--- config.mk ---
export PLATFORM = sky130hd
export DESIGN_NAME = alu_issue_scheduler
export DESIGN_NICKNAME = d
export VERILOG_FILES = /design/src/rtl/sched_pkg.sv /design/src/rtl/sched_fifo.sv /design/src/rtl/alu_issue_scheduler.sv
export SDC_FILE = /design/constraint.sdc
export NUM_CORES = 1
export LEC_CHECK = 0
export BUFFER_PORTS_ARGS = -buffer_cell sky130_fd_sc_hd__buf_4
export CORE_MARGIN = 3
export CORE_UTILIZATION = 35
export CTS_CLUSTER_SIZE = 8
export DETAILED_ROUTE_END_ITERATION = 12
export GPL_TIMING_DRIVEN = 0
export PLACE_DENSITY = 0.56
export SETUP_SLACK_MARGIN = 0.15
export SLEW_MARGIN = 5
export SYNTH_ARGS = -nofsm -noshare
export SYNTH_HDL_FRONTEND = slang
export SYNTH_SLANG_ARGS = --single-unit
--- constraint.sdc ---
create_clock -name clk -period 4.62 [get_ports clk]
set_clock_uncertainty 0.15 [all_clocks]
set_input_delay 0.462 -clock clk [delete_from_list [all_inputs] [get_ports clk]]
set_output_delay 0.462 -clock clk [all_outputs]
set_load 0.005 [all_outputs]
--- src/rtl/sched_pkg.sv ---
// sched_pkg: shared types and default widths for the ALU issue scheduler.
//   sched_instr_t - one queued ALU instruction (op, sources, imm select, imm, dest)
//   fu_state_e    - per-FU occupancy state
package sched_pkg;

    localparam int SCHED_SIZE       = 32;
    localparam int SCHED_REG_NUM    = 8;
    localparam int SCHED_ALUOP_BITS = 3;
    localparam int SCHED_RW         = $clog2(SCHED_REG_NUM);

    typedef struct packed {
        logic [SCHED_ALUOP_BITS-1:0] ALUOp;
        logic [SCHED_RW-1:0]         src_reg1;
        logic [SCHED_RW-1:0]         src_reg2;
        logic                        use_imm;
        logic [SCHED_SIZE-1:0]       imm;
        logic [SCHED_RW-1:0]         dest_reg;
    } sched_instr_t;

    typedef enum logic {
        FU_IDLE = 1'b0,
        FU_BUSY = 1'b1
    } fu_state_e;

endpackage

--- src/rtl/sched_fifo.sv ---
// sched_fifo: synchronous FIFO of sched_instr_t with occupancy count.
//   clk, rst    - clock, synchronous active-high reset
//   push        - write push_data (ignored when full, even if popping)
//   pop         - advance read pointer (ignored when empty)
//   pop_data    - current head entry (valid when !empty)
//   count       - occupancy, 0..DEPTH
//   full, empty - occupancy flags
module sched_fifo
    import sched_pkg::*;
#(
    parameter  int DEPTH = 4,
    localparam int AW    = $clog2(DEPTH),
    localparam int CW    = AW + 1
) (
    input  logic         clk,
    input  logic         rst,
    input  logic         push,
    input  sched_instr_t push_data,
    input  logic         pop,
    output sched_instr_t pop_data,
    output logic [CW-1:0] count,
    output logic         full,
    output logic         empty
);

    sched_instr_t  mem [DEPTH];
    logic [AW-1:0] wr_ptr;
    logic [AW-1:0] rd_ptr;
    logic          do_push;
    logic          do_pop;

    assign full     = (count == CW'(DEPTH));
    assign empty    = (count == '0);
    assign do_push  = push && !full;
    assign do_pop   = pop && !empty;
    assign pop_data = mem[rd_ptr];

    // DEPTH is a power of two, so the pointers wrap on overflow.
    always_ff @(posedge clk) begin
        if (rst) begin
            wr_ptr <= '0;
            rd_ptr <= '0;
            count  <= '0;
        end else begin
            if (do_push) wr_ptr <= wr_ptr + 1'b1;
            if (do_pop)  rd_ptr <= rd_ptr + 1'b1;
            case ({do_push, do_pop})
                2'b10:   count <= count + 1'b1;
                2'b01:   count <= count - 1'b1;
                default: count <= count;
            endcase
        end
    end

    always_ff @(posedge clk) begin
        if (do_push) mem[wr_ptr] <= push_data;
    end

endmodule

--- src/rtl/alu_issue_scheduler.sv ---
// alu_issue_scheduler: in-order issue of queued ALU instructions to NUM_FU
// functional units sharing one register file, with a destination scoreboard.
//   in_*        - instruction offer (in_valid/in_ready handshake)
//   fu_issue    - registered one-cycle issue pulse per FU, payload on fu_*
//   fu_comp     - per-FU completion pulse; frees that FU and its destination
//   busy_regs   - scoreboard, bit r set while a write to r is pending
//   q_count     - queue occupancy; stall - head waiting this cycle
// Optional macro SCHED_COMP_BYPASS_EN: hazard/FU checks see this cycle's
// fu_comp clears, letting a waiting head issue in the same cycle.
module alu_issue_scheduler
    import sched_pkg::*;
#(
    parameter  int SIZE       = SCHED_SIZE,
    parameter  int REG_NUM    = SCHED_REG_NUM,
    parameter  int ALUOP_BITS = SCHED_ALUOP_BITS,
    parameter  int NUM_FU     = 2,
    parameter  int QDEPTH     = 4,
    localparam int RW         = $clog2(REG_NUM),
    localparam int CW         = $clog2(QDEPTH) + 1
) (
    input  logic                           clk,
    input  logic                           rst,
    input  logic                           in_valid,
    output logic                           in_ready,
    input  logic [ALUOP_BITS-1:0]          in_ALUOp,
    input  logic [RW-1:0]                  in_src_reg1,
    input  logic [RW-1:0]                  in_src_reg2,
    input  logic                           in_use_imm,
    input  logic [SIZE-1:0]                in_imm,
    input  logic [RW-1:0]                  in_dest_reg,
    output logic [NUM_FU-1:0]              fu_issue,
    output logic [NUM_FU*ALUOP_BITS-1:0]   fu_ALUOp,
    output logic [NUM_FU*RW-1:0]           fu_src_reg1,
    output logic [NUM_FU*RW-1:0]           fu_src_reg2,
    output logic [NUM_FU-1:0]              fu_use_imm,
    output logic [NUM_FU*SIZE-1:0]         fu_imm,
    output logic [NUM_FU*RW-1:0]           fu_dest_reg,
    input  logic [NUM_FU-1:0]              fu_comp,
    output logic [REG_NUM-1:0]             busy_regs,
    output logic [CW-1:0]                  q_count,
    output logic                           stall
);

    sched_instr_t      in_instr;
    sched_instr_t      head;
    logic              q_full;
    logic              q_empty;
    logic              push;
    logic              issue;
    logic              haz_free;
    logic              found;

    fu_state_e         fu_state    [NUM_FU];
    fu_state_e         fu_state_nx [NUM_FU];
    logic [RW-1:0]     fu_tag      [NUM_FU];
    logic [NUM_FU-1:0] comp_ok;
    logic [NUM_FU-1:0] idle_chk;
    logic [NUM_FU-1:0] sel_oh;
    logic [REG_NUM-1:0] clr_mask;
    logic [REG_NUM-1:0] set_mask;
    logic [REG_NUM-1:0] busy_chk;
    logic [REG_NUM-1:0] busy_nx;

    assign in_instr = '{ALUOp:    in_ALUOp,
                        src_reg1: in_src_reg1,
                        src_reg2: in_src_reg2,
                        use_imm:  in_use_imm,
                        imm:      in_imm,
                        dest_reg: in_dest_reg};

    // Full blocks the push even when the head pops in the same cycle.
    assign in_ready = !q_full;
    assign push     = in_valid && in_ready;

    sched_fifo #(.DEPTH(QDEPTH)) u_fifo (
        .clk      (clk),
        .rst      (rst),
        .push     (push),
        .push_data(in_instr),
        .pop      (issue),
        .pop_data (head),
        .count    (q_count),
        .full     (q_full),
        .empty    (q_empty)
    );

    always_comb begin
        comp_ok  = '0;
        idle_chk = '0;
        clr_mask = '0;
        set_mask = '0;
        sel_oh   = '0;
        found    = 1'b0;

        // Completion only counts for an FU that actually holds work.
        for (int unsigned i = 0; i < NUM_FU; i++) begin
            comp_ok[i] = fu_comp[i] && (fu_state[i] == FU_BUSY);
            if (comp_ok[i]) clr_mask[fu_tag[i]] = 1'b1;
        end

`ifdef SCHED_COMP_BYPASS_EN
        busy_chk = busy_regs & ~clr_mask;
        for (int unsigned i = 0; i < NUM_FU; i++)
            idle_chk[i] = (fu_state[i] == FU_IDLE) || comp_ok[i];
`else
        busy_chk = busy_regs;
        for (int unsigned i = 0; i < NUM_FU; i++)
            idle_chk[i] = (fu_state[i] == FU_IDLE);
`endif

        for (int unsigned i = 0; i < NUM_FU; i++) begin
            if (idle_chk[i] && !found) begin
                sel_oh[i] = 1'b1;
                found     = 1'b1;
            end
        end

        haz_free = !busy_chk[head.src_reg1]
                && (head.use_imm || !busy_chk[head.src_reg2])
                && !busy_chk[head.dest_reg];
        issue    = !q_empty && found && haz_free;
        stall    = !q_empty && !issue;

        if (issue) set_mask[head.dest_reg] = 1'b1;
        // A same-cycle set of a register being cleared must survive.
        busy_nx = (busy_regs & ~clr_mask) | set_mask;

        for (int unsigned i = 0; i < NUM_FU; i++) begin
            fu_state_nx[i] = fu_state[i];
            if (issue && sel_oh[i])  fu_state_nx[i] = FU_BUSY;
            else if (comp_ok[i])     fu_state_nx[i] = FU_IDLE;
        end
    end

    always_ff @(posedge clk) begin
        if (rst) begin
            for (int unsigned i = 0; i < NUM_FU; i++) fu_state[i] <= FU_IDLE;
        end else begin
            for (int unsigned i = 0; i < NUM_FU; i++) fu_state[i] <= fu_state_nx[i];
        end
    end

    always_ff @(posedge clk) begin
        if (rst) begin
            busy_regs   <= '0;
            fu_issue    <= '0;
            fu_ALUOp    <= '0;
            fu_src_reg1 <= '0;
            fu_src_reg2 <= '0;
            fu_use_imm  <= '0;
            fu_imm      <= '0;
            fu_dest_reg <= '0;
            for (int unsigned i = 0; i < NUM_FU; i++) fu_tag[i] <= '0;
        end else begin
            busy_regs <= busy_nx;
            fu_issue  <= issue ? sel_oh : '0;
            for (int unsigned i = 0; i < NUM_FU; i++) begin
                if (issue && sel_oh[i]) begin
                    fu_tag[i]                              <= head.dest_reg;
                    fu_ALUOp[i*ALUOP_BITS +: ALUOP_BITS]   <= head.ALUOp;
                    fu_src_reg1[i*RW +: RW]                <= head.src_reg1;
                    fu_src_reg2[i*RW +: RW]                <= head.src_reg2;
                    fu_use_imm[i]                          <= head.use_imm;
                    fu_imm[i*SIZE +: SIZE]                 <= head.imm;
                    fu_dest_reg[i*RW +: RW]                <= head.dest_reg;
                end
            end
        end
    end

endmodule
==> flow_summary.toml <==
[placed_design]
place_ws_ns = 0.6265
place.gp.congestion = 0.7389
dpl.hpwl_um = 18020
portBuffers = 154
placed_cell_area_um2 = 13410

[min_path]
hp-start = "fu_comp[0]"
hold_path.class = "input pin to register"
whs_path_depth = 3
min_to = "fu_state[0][0]"

[run_status]
status = "finished clean"

[global_routing]
grt_max_degree = 46
antenna_found_initial = 2
grt_overflow_total = 0
first_global_vias = 7562
track_usage_pct = 16.00
grt_pass1_wl_um = 44260

[synthesis]
synth_cells = 740
synthMuxAreaShare_pct = 17.50
synthAdderAreaFrac_pct = 0.7068
yosys.area_share.simple_pct = 10.84
yosysUniqueCellTypes = 38
synth_seq_cells = 297
seq_area_frac_synth_pct = 66.82
synth_xor_area_share_pct = 0.2249
syn-cell-area_um2 = 11680
synth_compound_area_share_pct = 1.831
avgSynthCellArea_um2 = 15.79
synth_fp_nets = 796
yosys_warnings = 0
synth_top_family_by_area = "multiplexers"

[cells_and_area]
largest_register_ffs = 180
regArea_um2 = 7807
final_area_um2 = 15110
multi_input_area_um2 = 3654
fillCellCount = 3023
nNetsFinal = 1040
syn2layout_area_growth_pct = 29.29
layout-drive-gt1-share_pct = 26.94
top_register = "u_fifo.mem"
reg_top3 = "u_fifo.mem: 180 flops, fu_imm: 64 flops, busy_regs: 8 flops"

[clock_tree]
cts-root-buf = "clkbuf_16"
cts.reportedPaths.clkPinSlew_ns = 0.05
cts_tree = "done"
clock_latency_ns = 0.53
numCtsBuffers = 43
clock_sinks = 297
clk_path_buf_depth = 3
cts-htree-levels = 2
cts-resized-gates = 0

[timing]
max_freq_mhz = 252.0
setup_viol = 0
whs_ns = 0.08110
fin_ws_ns = 0.6511
fin_crit_sh_pct = 85.91
rsz0062_at_grt = "false"
period_needed_ns = 3.969
slew_violations = 0
worst_pin_slew_ns = 0.9133
finalHoldViolations = 0
max-slew-margin-rel_pct = 39.11
setup_tns_ns = 0

[route]
top_layer_used = "met4"
wire_per_inst_um = 19.17
drtIter0Drc = 367
routed_wl_um = 28000
dr.pass1.iters = 4
antenna_left = 0
routed-via-count = 6925
wl_met2_um = 13100
wl_met3_um = 1248
viasPerCell = 4.740
m1WireLength_um = 13000
route.detailed.drc = 0

[critical_path]
reg2reg_slack_ns = 0.65
worstPathArrival_ns = 4.27
reg2regPathDepth = 12
reg2reg_to = "u_fifo.count[2]"
critPathRequiredTime_ns = 4.92
cp_max_fo = 10
critPathLaunchType = "register"
path_class = "register to register"
crit_path_end_kind = "register"

[power]
sequentialPowerShare_pct = 40.8
max-vdd-ir-drop_mv = 0.2796
totalPowerFinal_mw = 8.828
leakagePower_nw = 5.888
p_switching_mw = 2.554
internal_power_mw = 6.275
power_frac_comb_pct = 26.9
switching_share_pct = 28.93
p_clk_share_pct = 32.3
power.density_nw_per_um2 = 584.4

[floorplan]
fp-row-count = 66
num_io_pins = 155
start_util_pct = 35.73
die_y_um = 188.7
coreArea_um2 = 32700
die_x_um = 188.7
design.die.area_um2 = 35610

[run]
cap_violations = 0
-- placed cells by master, fill, tap and decap left out, types with 2 or more instances in the layout --
cell type	count
edfxtp_1	186
buf_4	157
nand2b_1	148
dfxtp_1	111
mux2i_1	103
clkbuf_1	52
mux4_2	45
dlygate4sd3_1	45
clkbuf_16	43
nand2_1	11
nor2_1	10
a21oi_1	9
inv_1	9
o22ai_1	8
o31ai_1	8
nor3_1	7
buf_6	6
buf_2	5
buf_1	5
or3b_2	5
ha_1	5
nand3b_1	4
nand4_1	4
and3_4	4
nand3_1	3
diode_2	2
o21ai_0	2
a31o_2	2
xnor2_1	2
or3_1	2
or4b_2	2
clkinv_8	2
-- power groups by stage --
stage | clock network (mW) | registers [mW] | logic (mW)
2_1_floorplan | 0 | 3.61 | 1.42
5_1_grt | 3.06 | 3.66 | 2.61
3_5_place_dp | 0 | 3.65 | 2.39
3_3_place_gp | 0 | 3.66 | 2.37
4_1_cts | 2.94 | 3.61 | 2.43
6_report | 2.85 | 3.60 | 2.37
-- critical path, cell delays in order, from the launching register on --
cell	delay (ns)
dfxtp_1	0.30
clkbuf_1	0.45
clkbuf_1	0.51
mux4_2	0.48
a31oi_1	0.21
nand4_1	0.25
nand3_1	0.23
inv_1	0.10
ha_1	0.24
fa_1	0.38
xnor2_1	0.15
or3_1	0.30
a21oi_1	0.14
-- layer usage --
layer,vias up,global-route usage [%]
met2,164,26.25
met4,0,4.641
met5,-,0
met3,46,3.721
met1,3450,21.34
li1,3265,-
-- cell families (layout without fill, tap and decap cells) --
family	after synthesis	count (layout)
mux	148	148
buf+inv	48	325
other cells	0	2
xor+xnor	3	3
flops	297	297
simple gates	205	205
compound gates	33	33
fa+ha+maj	6	6
-- final cells by class --
cell class,instances,area share [%]
antenna,2,0.03313
multi-input combinational,395,24.19
clock buffer,75,7.919
buffer,39,1.383
inverter,9,0.2236
sequential,297,51.69
tap,442,3.661
clock inverter,3,0.2733
timing repair buffer,199,10.64
-- worst max path at each step --
| stage | from | to | cells after the start |
|---|---|---|---|
| after global routing | register | u_fifo.count[2] | 12 |
| after CTS | register | u_fifo.count[2] | 12 |
| after floorplan | register | u_fifo.count[2] | 11 |
| final | register | u_fifo.count[2] | 12 |
| after detailed placement | register | u_fifo.count[2] | 12 |
| after global placement | register | u_fifo.count[2] | 12 |
-- cell usage after synthesis (all sizes together) --
master   instances  area (um2)
fa               1       20.02
dfxtp          111        2222
nand3b           4       30.03
a41oi            1       8.760
or3b             5       43.79
nor4             1       21.27
a31o             2       17.52
edfxtp         186        5585
nor3             7       35.03
nand4            4       25.02
and2             1       6.260
mux4            45        1013
xor2             1       8.760
o21ai            2       10.01
ha               5       62.56
buf             19       133.9
nand2b         148       925.9
or3              2       12.51
nand2           11       41.29
or4b             2       20.02
a31oi            1       6.260
nand3            3       15.01
a21oi            9       45.04
and3             5       31.28
a21o             1       7.510
nor2            10       37.54
o31ai            8       60.06
clkbuf          20       75.07
mux2i          103        1031
xnor2            2       17.52
inv              9       33.78
nor2b            1       6.260
nand4b           1       15.01
o22ai            8       50.05
a2111oi          1       8.760
-- timing repair --
item,4_1_cts,5_1_grt
hold endpoints to repair,180,0
setup endpoints to repair,0,0
setup buffers,0,0
hold buffers,45,0
-- per-stage QoR --
step,cells,utilization [%]
final,1461,46.19
after global routing,1461,46.19
after CTS,1459,46.18
after floorplan,740,-
after global placement,1336,40.96
after detailed placement,1336,41.02
No activity file was read; power rests on OpenSTA's default activity.
